--- config.mk ---
export PLATFORM = sky130hd
export DESIGN_NAME = jtframe_dwnld_prog
export DESIGN_NICKNAME = d
export VERILOG_FILES = /design/src/rtl/jtframe_dwnld_pkg.sv /design/src/rtl/jtframe_dwnld_fifo.sv /design/src/rtl/jtframe_dwnld_prog.sv
export SDC_FILE = /design/constraint.sdc
export NUM_CORES = 1
export LEC_CHECK = 0
export ABC_AREA = 1
export BUFFER_PORTS_ARGS = -buffer_cell sky130_fd_sc_hd__buf_2
export CELL_PAD_IN_SITES_DETAIL_PLACEMENT = 0
export CELL_PAD_IN_SITES_GLOBAL_PLACEMENT = 1
export CORE_MARGIN = 2
export CORE_UTILIZATION = 35
export CTS_BUF_LIST = sky130_fd_sc_hd__clkbuf_16
export DETAILED_ROUTE_END_ITERATION = 16
export PLACE_DENSITY_LB_ADDON = 0.1
export SLEW_MARGIN = 5
export SYNTH_ARGS = -nofsm -noshare
export SYNTH_HDL_FRONTEND = slang
export SYNTH_SLANG_ARGS = --single-unit
--- constraint.sdc ---
create_clock -name clk_rom -period 3.55 [get_ports clk_rom]
set_input_delay 0.5325 -clock clk_rom [delete_from_list [all_inputs] [get_ports clk_rom]]
set_output_delay 0.5325 -clock clk_rom [all_outputs]
set_load 0.05 [all_outputs]
--- src/rtl/jtframe_dwnld_pkg.sv ---
// jtframe_dwnld_pkg: shared FSM encoding, region decode and byte-mask constants for the download programmer
package jtframe_dwnld_pkg;
    typedef enum logic [1:0] {IDLE, WRITE, DRAIN, DONE} state_t;
    typedef enum logic [1:0] {CPU, GFX, PROM} region_t;
    localparam logic [1:0] MASK_LO   = 2'b10;
    localparam logic [1:0] MASK_HI   = 2'b01;
    localparam logic [1:0] MASK_NONE = 2'b11;
    localparam int ENTRY_W = 30;
    function automatic region_t region_of(input logic [21:0] a, input logic [21:0] gfx_start,
                                          input logic [21:0] prom_start);
        return a >= prom_start ? PROM : a >= gfx_start ? GFX : CPU;
    endfunction
endpackage

--- src/rtl/jtframe_dwnld_fifo.sv ---
// jtframe_dwnld_fifo: first-word-fall-through FIFO of {addr,data} download entries
module jtframe_dwnld_fifo
    import jtframe_dwnld_pkg::*;
#(
    parameter int AW = 2,
    parameter int DW = ENTRY_W
) (
    input  logic          clk,
    input  logic          rst_n,
    input  logic          push,
    input  logic          pop,
    input  logic [DW-1:0] din,
    output logic [DW-1:0] dout,
    output logic          empty,
    output logic          full
);
    logic [DW-1:0] mem [2**AW];
    logic [AW:0]   wr_ptr, rd_ptr;

    assign empty = wr_ptr == rd_ptr;
    assign full  = (wr_ptr[AW] != rd_ptr[AW]) && (wr_ptr[AW-1:0] == rd_ptr[AW-1:0]);
    assign dout  = mem[rd_ptr[AW-1:0]];

    always_ff @(posedge clk or negedge rst_n) begin
        if (!rst_n) begin
            wr_ptr <= '0;
            rd_ptr <= '0;
        end else begin
            if (push && !full) wr_ptr <= wr_ptr + 1'b1;
            if (pop && !empty) rd_ptr <= rd_ptr + 1'b1;
        end
    end

    always_ff @(posedge clk) begin
        if (push && !full) mem[wr_ptr[AW-1:0]] <= din;
    end
endmodule

--- src/rtl/jtframe_dwnld_prog.sv ---
// jtframe_dwnld_prog: turns the ioctl download byte stream into SDRAM byte-lane writes and on-chip PROM writes
module jtframe_dwnld_prog
    import jtframe_dwnld_pkg::*;
#(
    parameter logic [21:0] GFX_START  = 22'h10_0000,
    parameter logic [21:0] GFX_OFFSET = 22'h08_0000,
    parameter logic [21:0] PROM_START = 22'h3F_0000,
    parameter int          PROM_AW    = 10,
    parameter int          FIFO_AW    = 2
) (
    input  logic               clk_rom,
    input  logic               rst_n,
    input  logic               downloading,
    input  logic [21:0]        ioctl_addr,
    input  logic [7:0]         ioctl_data,
    input  logic               ioctl_wr,
    output logic [21:0]        prog_addr,
    output logic [7:0]         prog_data,
    output logic [1:0]         prog_mask,
    output logic               prog_we,
    input  logic               prog_rdy,
    output logic [PROM_AW-1:0] prom_addr,
    output logic [7:0]         prom_data,
    output logic               prom_we,
    output logic               busy,
    output logic               dwnld_done,
    output logic               ovf
);
    logic [ENTRY_W-1:0] fifo_dout;
    logic               empty, full, pop;
    logic [21:0]        a, sdram_addr;
    logic [7:0]         d;
    logic [1:0]         mask_r;
    logic               dl_r, drain_r, fall, rise, drain, is_prom;
    region_t            region;
    state_t             state, next_state;

    jtframe_dwnld_fifo #(.AW(FIFO_AW), .DW(ENTRY_W)) u_fifo (
        .clk   (clk_rom),
        .rst_n (rst_n),
        .push  (ioctl_wr),
        .pop   (pop),
        .din   ({ioctl_addr, ioctl_data}),
        .dout  (fifo_dout),
        .empty (empty),
        .full  (full)
    );

    assign {a, d}     = fifo_dout;
    assign region     = region_of(a, GFX_START, PROM_START);
    assign is_prom    = region == PROM;
    assign sdram_addr = region == GFX ? ((a - GFX_START) >> 1) + GFX_OFFSET : a >> 1;
    assign fall       = dl_r & ~downloading;
    assign rise       = downloading & ~dl_r;
    // a fall seen this very cycle counts as a pending drain
    assign drain      = drain_r | fall;
    assign pop        = (state == IDLE || state == DRAIN) && !empty;

    always_ff @(posedge clk_rom or negedge rst_n) begin
        if (!rst_n) state <= IDLE;
        else        state <= next_state;
    end

    always_comb begin
        next_state = IDLE;
        case (state)
            IDLE:  next_state = !empty ? (!is_prom ? WRITE : drain ? DRAIN : IDLE) : drain ? DRAIN : IDLE;
            DRAIN: next_state = !empty ? (!is_prom ? WRITE : DRAIN) : DONE;
            WRITE: next_state = !prog_rdy ? WRITE : !drain ? IDLE : empty ? DONE : DRAIN;
            default: next_state = IDLE;
        endcase
    end

    always_comb begin
        prog_we    = state == WRITE;
        prog_mask  = prog_we ? mask_r : MASK_NONE;
        dwnld_done = state == DONE;
        busy       = downloading | ~empty | (state != IDLE);
    end

    always_ff @(posedge clk_rom or negedge rst_n) begin
        if (!rst_n) begin
            prog_addr <= '0;
            prog_data <= '0;
            mask_r    <= MASK_NONE;
            prom_addr <= '0;
            prom_data <= '0;
            prom_we   <= 1'b0;
            ovf       <= 1'b0;
            dl_r      <= 1'b0;
            drain_r   <= 1'b0;
        end else begin
            dl_r    <= downloading;
            drain_r <= fall | (drain_r & (state != DONE));
            ovf     <= (ioctl_wr & full) | (ovf & ~rise);
            prom_we <= pop & is_prom;
            if (pop && !is_prom) begin
                prog_addr <= sdram_addr;
                prog_data <= d;
                mask_r    <= a[0] ? MASK_HI : MASK_LO;
            end
            if (pop && is_prom) begin
                prom_addr <= a[PROM_AW-1:0];
                prom_data <= d;
            end
        end
    end
endmodule
Word-level counts from Yosys, hierarchy flattened
Memory sizes are Yosys's and may differ from the RTL's. Cells that the tools add are included.

Bits in registers: 62. RAM bits: 120. Input port bits: 35. Output and inout port bits: 55. Logic and storage cells: 71. Memories kept: 1.

Memories: u_fifo.mem (depth 4, bits a word 30, read ports 1, clocked after Yosys merged registers in 0, wr ports 1, RTL line jtframe_dwnld_fifo.sv:17) `logic [DW-1:0] mem [2**AW];`.

$add $sub $neg: 4. Order comparisons: 2. Eq/ne operators: 9. Mux-type cells: 16. Bitwise gates (word level): 15. Reduce and logical (&&, ||, !) cells: 12.

Operators with widths (number): $add 21x20->22 const B (1); $ge 22x21->1 const B (1); $ge 22x22->1 const B (1); $mux 22 (1); $sub 22x21->22 const B (1); $mux 2 (10); $add 3x1->3 const B (2); $and 1x1->1 (6); $eq 2x2->1 const B (3); $logic_and 1x1->1 (6); $pmux 2 s3 (1); $or 1x1->1 (5); $eq 2x1->1 const B (2); $mux 1 (4); $not 1->1 (4); $eq 3x3->1 (1); $logic_not 1->1 (3); $eq 2x2->1 (1); $logic_not 2->1 (1); $ne 2x2->1 const B (1); $reduce_bool 2->1 (1); $logic_or 1x1->1 (1); $ne 1x1->1 (1).

Depth between registers and ports, before layout
Gate-level depths: netlist of the first run. An unclocked memory read counts as a cell.

Depth after elaboration: 8. Mapped depth: 13. Mapped depth without buffers: 10.

By module
From an unflattened synthesis of the first run, not the netlist that was laid out.

Cell total of the unflattened synthesis: 611. Area, all modules: 7312.0 µm².

Modules (own cells, without submodules): jtframe_dwnld_fifo (times used 1, cells each 351, area each 4880.9 µm², sequential area each 3753.6 µm²); jtframe_dwnld_prog (times used 1, cells each 260, area each 2431.1 µm², sequential area each 1403.8 µm²).

Worst setup path before layout of the first run
Ideal clock, no wire load.

Path kind: register to register. Start: register u_fifo.rd_ptr[1]. End: memory u_fifo.mem[3][0] (netlist bit), enable pin. Library setup time: 0.420 ns. Data arrival time: 2.262 ns. Data required time: 3.130 ns. Slack: 0.868 ns. Cell stages (with the launch flop): 6. Path buffers: 1. Period minus slack after synthesis: 2.682 ns. Cell sequence: dfrtp_1 > buf_4 > xnor2_1 > nand3b_1 > nand2_1 > nor2_1.

Word-level cells in the longest chain between the ends: 6.

Ends and longest elaborated chain: start, declared (RTL line jtframe_dwnld_fifo.sv:18) `logic [AW:0] wr_ptr, rd_ptr;`; start signal, assigned (RTL line jtframe_dwnld_fifo.sv:30) `if (pop && !empty) rd_ptr <= rd_ptr + 1'b1;`; $eq 2x2->1 (RTL line jtframe_dwnld_fifo.sv:21) `assign full = (wr_ptr[AW] != rd_ptr[AW]) && (wr_ptr[AW-1:0] == rd_ptr[AW-1:0]);`; $logic_and 1x1->1 (RTL line jtframe_dwnld_fifo.sv:21); $logic_not 1->1 (RTL line jtframe_dwnld_fifo.sv:35) `if (push && !full) mem[wr_ptr[AW-1:0]] <= din;`; $logic_and 1x1->1 (RTL line jtframe_dwnld_fifo.sv:35); $mux 1 (RTL line jtframe_dwnld_fifo.sv:35); $mux 1 (implied by the code) (RTL line jtframe_dwnld_fifo.sv:35); end, declared (RTL line jtframe_dwnld_fifo.sv:17).

Every way passes these cells.

Final worst setup path of the first run
Start: register u_fifo.rd_ptr[0]. End: register prog_addr[2].

Word-level cells in the longest chain between the ends: 7. Elaborated cells between the ends (all ways): 15. Those cells by class: add/sub (2); order compare (2); eq/ne (3); mux (3); reduce/logical (4); memory (1).

Ends and longest elaborated chain: parallel branches: the longest is 7 deep, another holds $mem_v2 4x30; end signal, assigned (RTL line jtframe_dwnld_prog.sv:98) `prog_addr <= sdram_addr;`; end, declared (RTL line jtframe_dwnld_prog.sv:17) `output logic [21:0] prog_addr,`.

Parallel ways; which one is timed is not known. A chain may end at the register's enable or synchronous reset.

==> flow_summary.yaml, run 1 <==
cts:
  htreeDepth: 4
  cts_tree: "done"
  cts-buffers-inserted: 17
  clk_pin_slew_ns: 0.06
  root_buffer: "clkbuf_16"
  insertion_delay_ns: 0.42
  cts_resized: 0
  post_cts_buffers: 0
  hold_buffers: 0
  clkSinkCount: 182
  clockBufferDepth: 2
power:
  ir_drop_mv: 0.394
  p_sw_share_pct: 43.8
  pwr-share-clk_pct: 19.4
  power.leakage_nw: 3.45
  p_int_mw: 4.76
  p_sw_mw: 3.70
  comb_power_share_pct: 42.1
  seq_power_share_pct: 38.4
  p_per_area_nw_per_um2: 1010
finish:
  multiInputGateArea_um2: 1730
  drive_above_1_share_pct: 21.6
  fin_nets: 708
  nFillCells: 1942
  regArea_um2: 5160
  antennaDiodeCount: 0
  area_growth_syn_to_layout_pct: 17.0
worst_setup_path:
  cp-start-kind: "flop"
  crit_required_ns: 3.85
  critPathCaptureType: "flop"
  crit_arrival_ns: 3.14
  critical_path_class: "reg2reg"
  cp_max_fo: 48
route:
  drt-vias-per-instance: 4.66
  met1Wirelength_um: 7670
  wl_met2_um: 7550
  drtAntennaViolNets: 0
  routed-via-count: 4427
  drtIter0Drc: 261
  drt_pass1_iterations: 4
  wl_per_cell_um: 16.8
  wl_met3_um: 629
  dr.max_layer_used: "met4"
  drc: 0
  wl_um: 16000
grt:
  grt-ovfl-total: 0
  grt_max_degree: 63
  track_usage_pct: 15.7
  grt_pass1_wl_um: 25500
  grt_pass1_vias: 4476
  antenna_found_initial: 0
yosys:
  synthMostInstantiatedCell: "nand2_1"
  synth_top_family_by_area: "simple AND/OR/NAND/NOR gates"
  muxShareOfSynthArea_pct: 0
  synth_top_area_cell: "edfxtp_1"
  syn-num-nets: 619
  ys_top_cells_by_area: "edfxtp_1, dfrtp_1, nand2_1"
  synthSimpleGateAreaFrac_pct: 12.9
  synth_compound_area_share_pct: 9.15
  syn_avg_cell_area_um2: 12.3
  synth_xor_xnor_area_share_pct: 0.859
  netlist_area_um2: 7140
  synth_fa_ha_area_share_pct: 0.877
  yosys_warnings: 0
  synth_top_area_share_pct: 50.5
  synthArstFlopShare_pct: 34.1
  ys_ff_latch: 182
  postSynthCellCount: 579
  synth_cell_types: 27
  ys_seq_area_share_pct: 72.3
  synth_commonest_cells: "nand2_1, edfxtp_1, dfrtp_1, o21ai_0, nor2_1"
  synth-main-ff-cell: "edfxtp_1"
  synth_edf_count: 120
timing:
  setup_violations: 0
  worst_pin_slew_ns: 0.873
  hold_viol: 0
  setup_tns_ns: 0
  fmax_ghz: 0.352
  setup_slack_ns: 0.712
  finClkSkew_ns: 0.00902
  final_max_slew_viol_count: 0
  period_needed_ns: 2.84
  rsz0062_at_grt: "false"
  hold_slack_ns: 0.218
  fin_crit_sh_pct: 79.9
  slew_headroom_pct: 41.8
placement:
  place_worst_setup_slack_ns: 0.658
  hpwl_um: 9710
  portBuffers: 89
  globalplace.congestion: 0.728
floorplanning:
  die_y_um: 147
  fp.dieW_um: 147
  rows: 52
  start_util_pct: 35.5
  design.die.area_um2: 21500
  core_um2: 20100
  ios: 90
run:
  cap_violations: 0
status:
  outcome: "complete, no violations"
worst_hold_path:
  hp-class: "in2async"
layout make-up:
class | count | share of cell area (%)
Multi-Input combinational cell | 348 | 20.7
Timing Repair Buffer | 99 | 6.41
Clock buffer | 18 | 5.39
Sequential cell | 182 | 61.8
Tap cell | 270 | 4.04
Inverter | 20 | 0.989
Clock inverter | 14 | 0.719
power groups by stage:
stage	clock, mW	sequential (mW)	combinational (mW)
finish	1.64	3.25	3.56
detailed placement	0	3.29	3.64
floorplan	0	4.10	1.89
CTS	1.69	3.26	3.64
global route	1.78	3.32	3.94
global placement	0	3.28	3.59
layer usage:
layer	global-route usage (%)	up-vias
met3	4.04	17
met1	20.9	2133
li1	-	2186
met4	4.66	0
met5	0	-
met2	25.4	91
registers in the layout, indices dropped and copies added (netlist names):
signal	count
drain_r	1
u_fifo.rd_ptr	3
prom_we	1
prom_addr	10
u_fifo.mem	120
prog_addr	22
prom_data	8
mask_r	2
dl_r	1
prog_data	8
state	2
u_fifo.wr_ptr	3
ovf	1
logic make-up (layout without fill, tap and decap cells):
family | count (synthesis) | after routing
compound gates | 105 | 105
xor+xnor | 7 | 7
fa+ha+maj | 5 | 5
buf+inv | 49 | 151
flops | 182 | 182
simple gates | 231 | 231
worst paths after layout:
| kind | cells after the start | from | end | slack, ns |
|---|---|---|---|---|
| setup reg to reg | 9 | u_fifo.rd_ptr[0] | prog_addr[2] | 0.71 |
| max in group asynchronous | 1 | rst_n | u_fifo.rd_ptr[0] | 2.70 |
| hold reg to reg | 2 | prom_data[1] | prom_data[1] | 0.48 |
| hold / removal | 1 | rst_n | drain_r | 0.22 |
| min in group clk_rom | 1 | downloading | dl_r | 0.25 |
| setup / recovery | 9 | u_fifo.rd_ptr[0] | prog_addr[2] | 0.71 |
metrics by stage:
| stage | total power [mW] | cells | util (%) | instance area (µm²) |
|---|---|---|---|---|
| floorplan | 5.98 | 579 | - | 7140 |
| global placement | 6.87 | 919 | 39.0 | 7840 |
| detailed placement | 6.93 | 919 | 39.0 | 7840 |
| CTS | 8.59 | 951 | 41.5 | 8350 |
| global route | 9.03 | 951 | 41.5 | 8350 |
| finish | 8.46 | 951 | 41.5 | 8350 |
cells in the final DEF, fill, tap and decap left out, types with 2 or more instances in the layout:
master	n
clkbuf_16	18
nand2_2	5
buf_2	88
dfstp_2	2
inv_1	24
xnor2_1	4
o22ai_1	6
edfxtp_1	120
clkinv_1	3
nand2_1	178
clkinv_2	3
o21ai_2	8
a21oi_1	22
o21ai_1	12
a32o_1	18
nor2_1	23
dfrtp_1	59
buf_4	10
xor2_1	3
nand3_1	17
nor2_4	4
o21ai_0	39
ha_1	5
nand3_2	2
critical path, stage by stage (launching register included):
cell	delay (ns)
dfrtp_2	0.60
buf_4	0.54
nand2_1	0.14
nand3_1	0.12
nand2_1	0.08
nor2_1	0.12
nand3_1	0.16
nand2_2	0.47
buf_4	0.34
o21ai_0	0.11
Power figures use the tool's default switching activity.
==> run 2: changes to the inputs <==
clock period = 2.8 ns   (was 3.55 ns; I/O delays follow)
==> run 2 against run 1 <==
Compared with the run above: sequential cell count stayed put; clock skew grew 0.0095 ns; sequential power increased by 27%; total power up 30%; critical path type is now reg2out; largest cell class unchanged; highest routed layer unchanged.
==> flow_summary.yaml, run 2 (synthesized netlist as in run 1, its figures left out) <==
status:
  outcome: "complete, no violations"
cts:
  clkSinkCount: 182
  cts_resized: 0
  clockBufferDepth: 2
  post_cts_buffers: 0
  cts_tree: "done"
  clk_pin_slew_ns: 0.07
  root_buffer: "clkbuf_16"
  hold_buffers: 0
  htreeDepth: 4
  insertion_delay_ns: 0.43
  cts-buffers-inserted: 17
grt:
  grt_max_degree: 63
  track_usage_pct: 15.4
  grt_pass1_vias: 4578
  grt_pass1_wl_um: 25300
  grt-ovfl-total: 0
  antenna_found_initial: 0
power:
  p_per_area_nw_per_um2: 1290
  comb_power_share_pct: 41.9
  power.leakage_nw: 3.46
  pwr-share-clk_pct: 20.5
  p_sw_mw: 4.77
  p_sw_share_pct: 43.5
  seq_power_share_pct: 37.6
  ir_drop_mv: 0.527
  p_int_mw: 6.20
timing:
  fin_crit_sh_pct: 84.9
  final_max_slew_viol_count: 0
  fmax_ghz: 0.421
  slew_headroom_pct: 43.1
  setup_violations: 0
  hold_viol: 0
  worst_pin_slew_ns: 0.854
  period_needed_ns: 2.38
  hold_slack_ns: 0.108
  setup_tns_ns: 0
  rsz0062_at_grt: "false"
  finClkSkew_ns: 0.0186
worst_setup_path:
  path_cells: "xnor2_1 > nand3_2 > nor2_1 > nand2_1 > buf_2"
  slowest_delay_ns: 0.75
  cp-start-kind: "flop"
  reg2reg_slack_ns: 0.50
  critPathCaptureType: "output pin"
  cp_slowest_cell: "dfrtp_2"
  crit_arrival_ns: 1.96
  cp_max_fo: 30
  path_delay_family: "flip-flops"
  r2r_end: "prog_data[2]"
  cp-startpoint: "u_fifo.rd_ptr[0]"
  crit_required_ns: 2.38
  critical_path_class: "reg2out"
  timing.rr.start: "u_fifo.rd_ptr[0]"
  reg2reg_depth: 9
  cp_num_buf_inv: 1
finish:
  multiInputGateArea_um2: 1730
  nFillCells: 1942
  fin_util_pct: 42.1
  layout.cells.most_common_list: "nand2_1, edfxtp_1, buf_2"
  finalNonFillerCells: 954
  final_cell_area_um2: 8470
  area_growth_syn_to_layout_pct: 18.7
  largest_reg_flops: 120
  drive_above_1_share_pct: 23.1
  regArea_um2: 5160
  antennaDiodeCount: 0
  fin_nets: 711
  final_common_cell: "nand2_1"
route:
  drt-vias-per-instance: 4.74
  drc: 0
  routed-via-count: 4526
  wl_um: 15800
  drt_pass1_iterations: 6
  wl_per_cell_um: 16.5
  drtIter0Drc: 273
  drtAntennaViolNets: 0
placement:
  hpwl_um: 9630
  globalplace.congestion: 0.702
  portBuffers: 89
  dp_cells: 922
  dpl_cell_area_um2: 7910
floorplanning:
  design.die.area_um2: 21500
  die_y_um: 147
  start_util_pct: 35.5
  fp.dieW_um: 147
  core_um2: 20100
  rows: 52
  ios: 90
run:
  cap_violations: 0
worst_hold_path:
  hp-class: "in2async"
## run 2: final cells by class
class                      instances  share of cell area (%)
tap                              270                    3.99
inverter                          20                   0.975
clock inverter                    15                    1.51
sequential                       182                    60.9
timing repair buffer             102                    7.18
clock buffer                      17                    5.02
multi-input combinational        348                    20.4
## run 2: through the flow
stage	setup slack [ns]	total power, mW
after CTS	0.375	11.1
after global placement	0.537	8.79
after floorplan	0.118	7.58
after detailed placement	0.455	8.88
after global routing	0.210	11.7
final	0.424	11.0
## run 2: per-layer routing
| layer | track usage (%) | share of wire, % |
|---|---|---|
| met1 | 20.7 | 48 |
| met2 | 25.0 | 47 |
| met3 | 3.39 | 4.0 |
| met4 | 5.00 | 1.4 |
| met5 | 0 | 0 |
## run 2: worst max path at each step
stage | end | slack (ns) | cells past startpoint
after floorplan | u_fifo.mem[3][0] | 0.12 | 5
after global placement | prog_data[1] | 0.54 | 9
after detailed placement | prog_addr[15] | 0.45 | 9
after CTS | busy | 0.38 | 5
after global routing | busy | 0.21 | 5
final | busy | 0.42 | 5
## run 2: power groups by stage
| stage | clock [mW] | sequential (mW) | combinational, mW |
|---|---|---|---|
| detailed placement | 0 | 4.18 | 4.70 |
| CTS | 2.30 | 4.13 | 4.71 |
| finish | 2.24 | 4.12 | 4.60 |
| global route | 2.42 | 4.22 | 5.10 |
| global placement | 0 | 4.16 | 4.63 |
| floorplan | 0 | 5.19 | 2.39 |
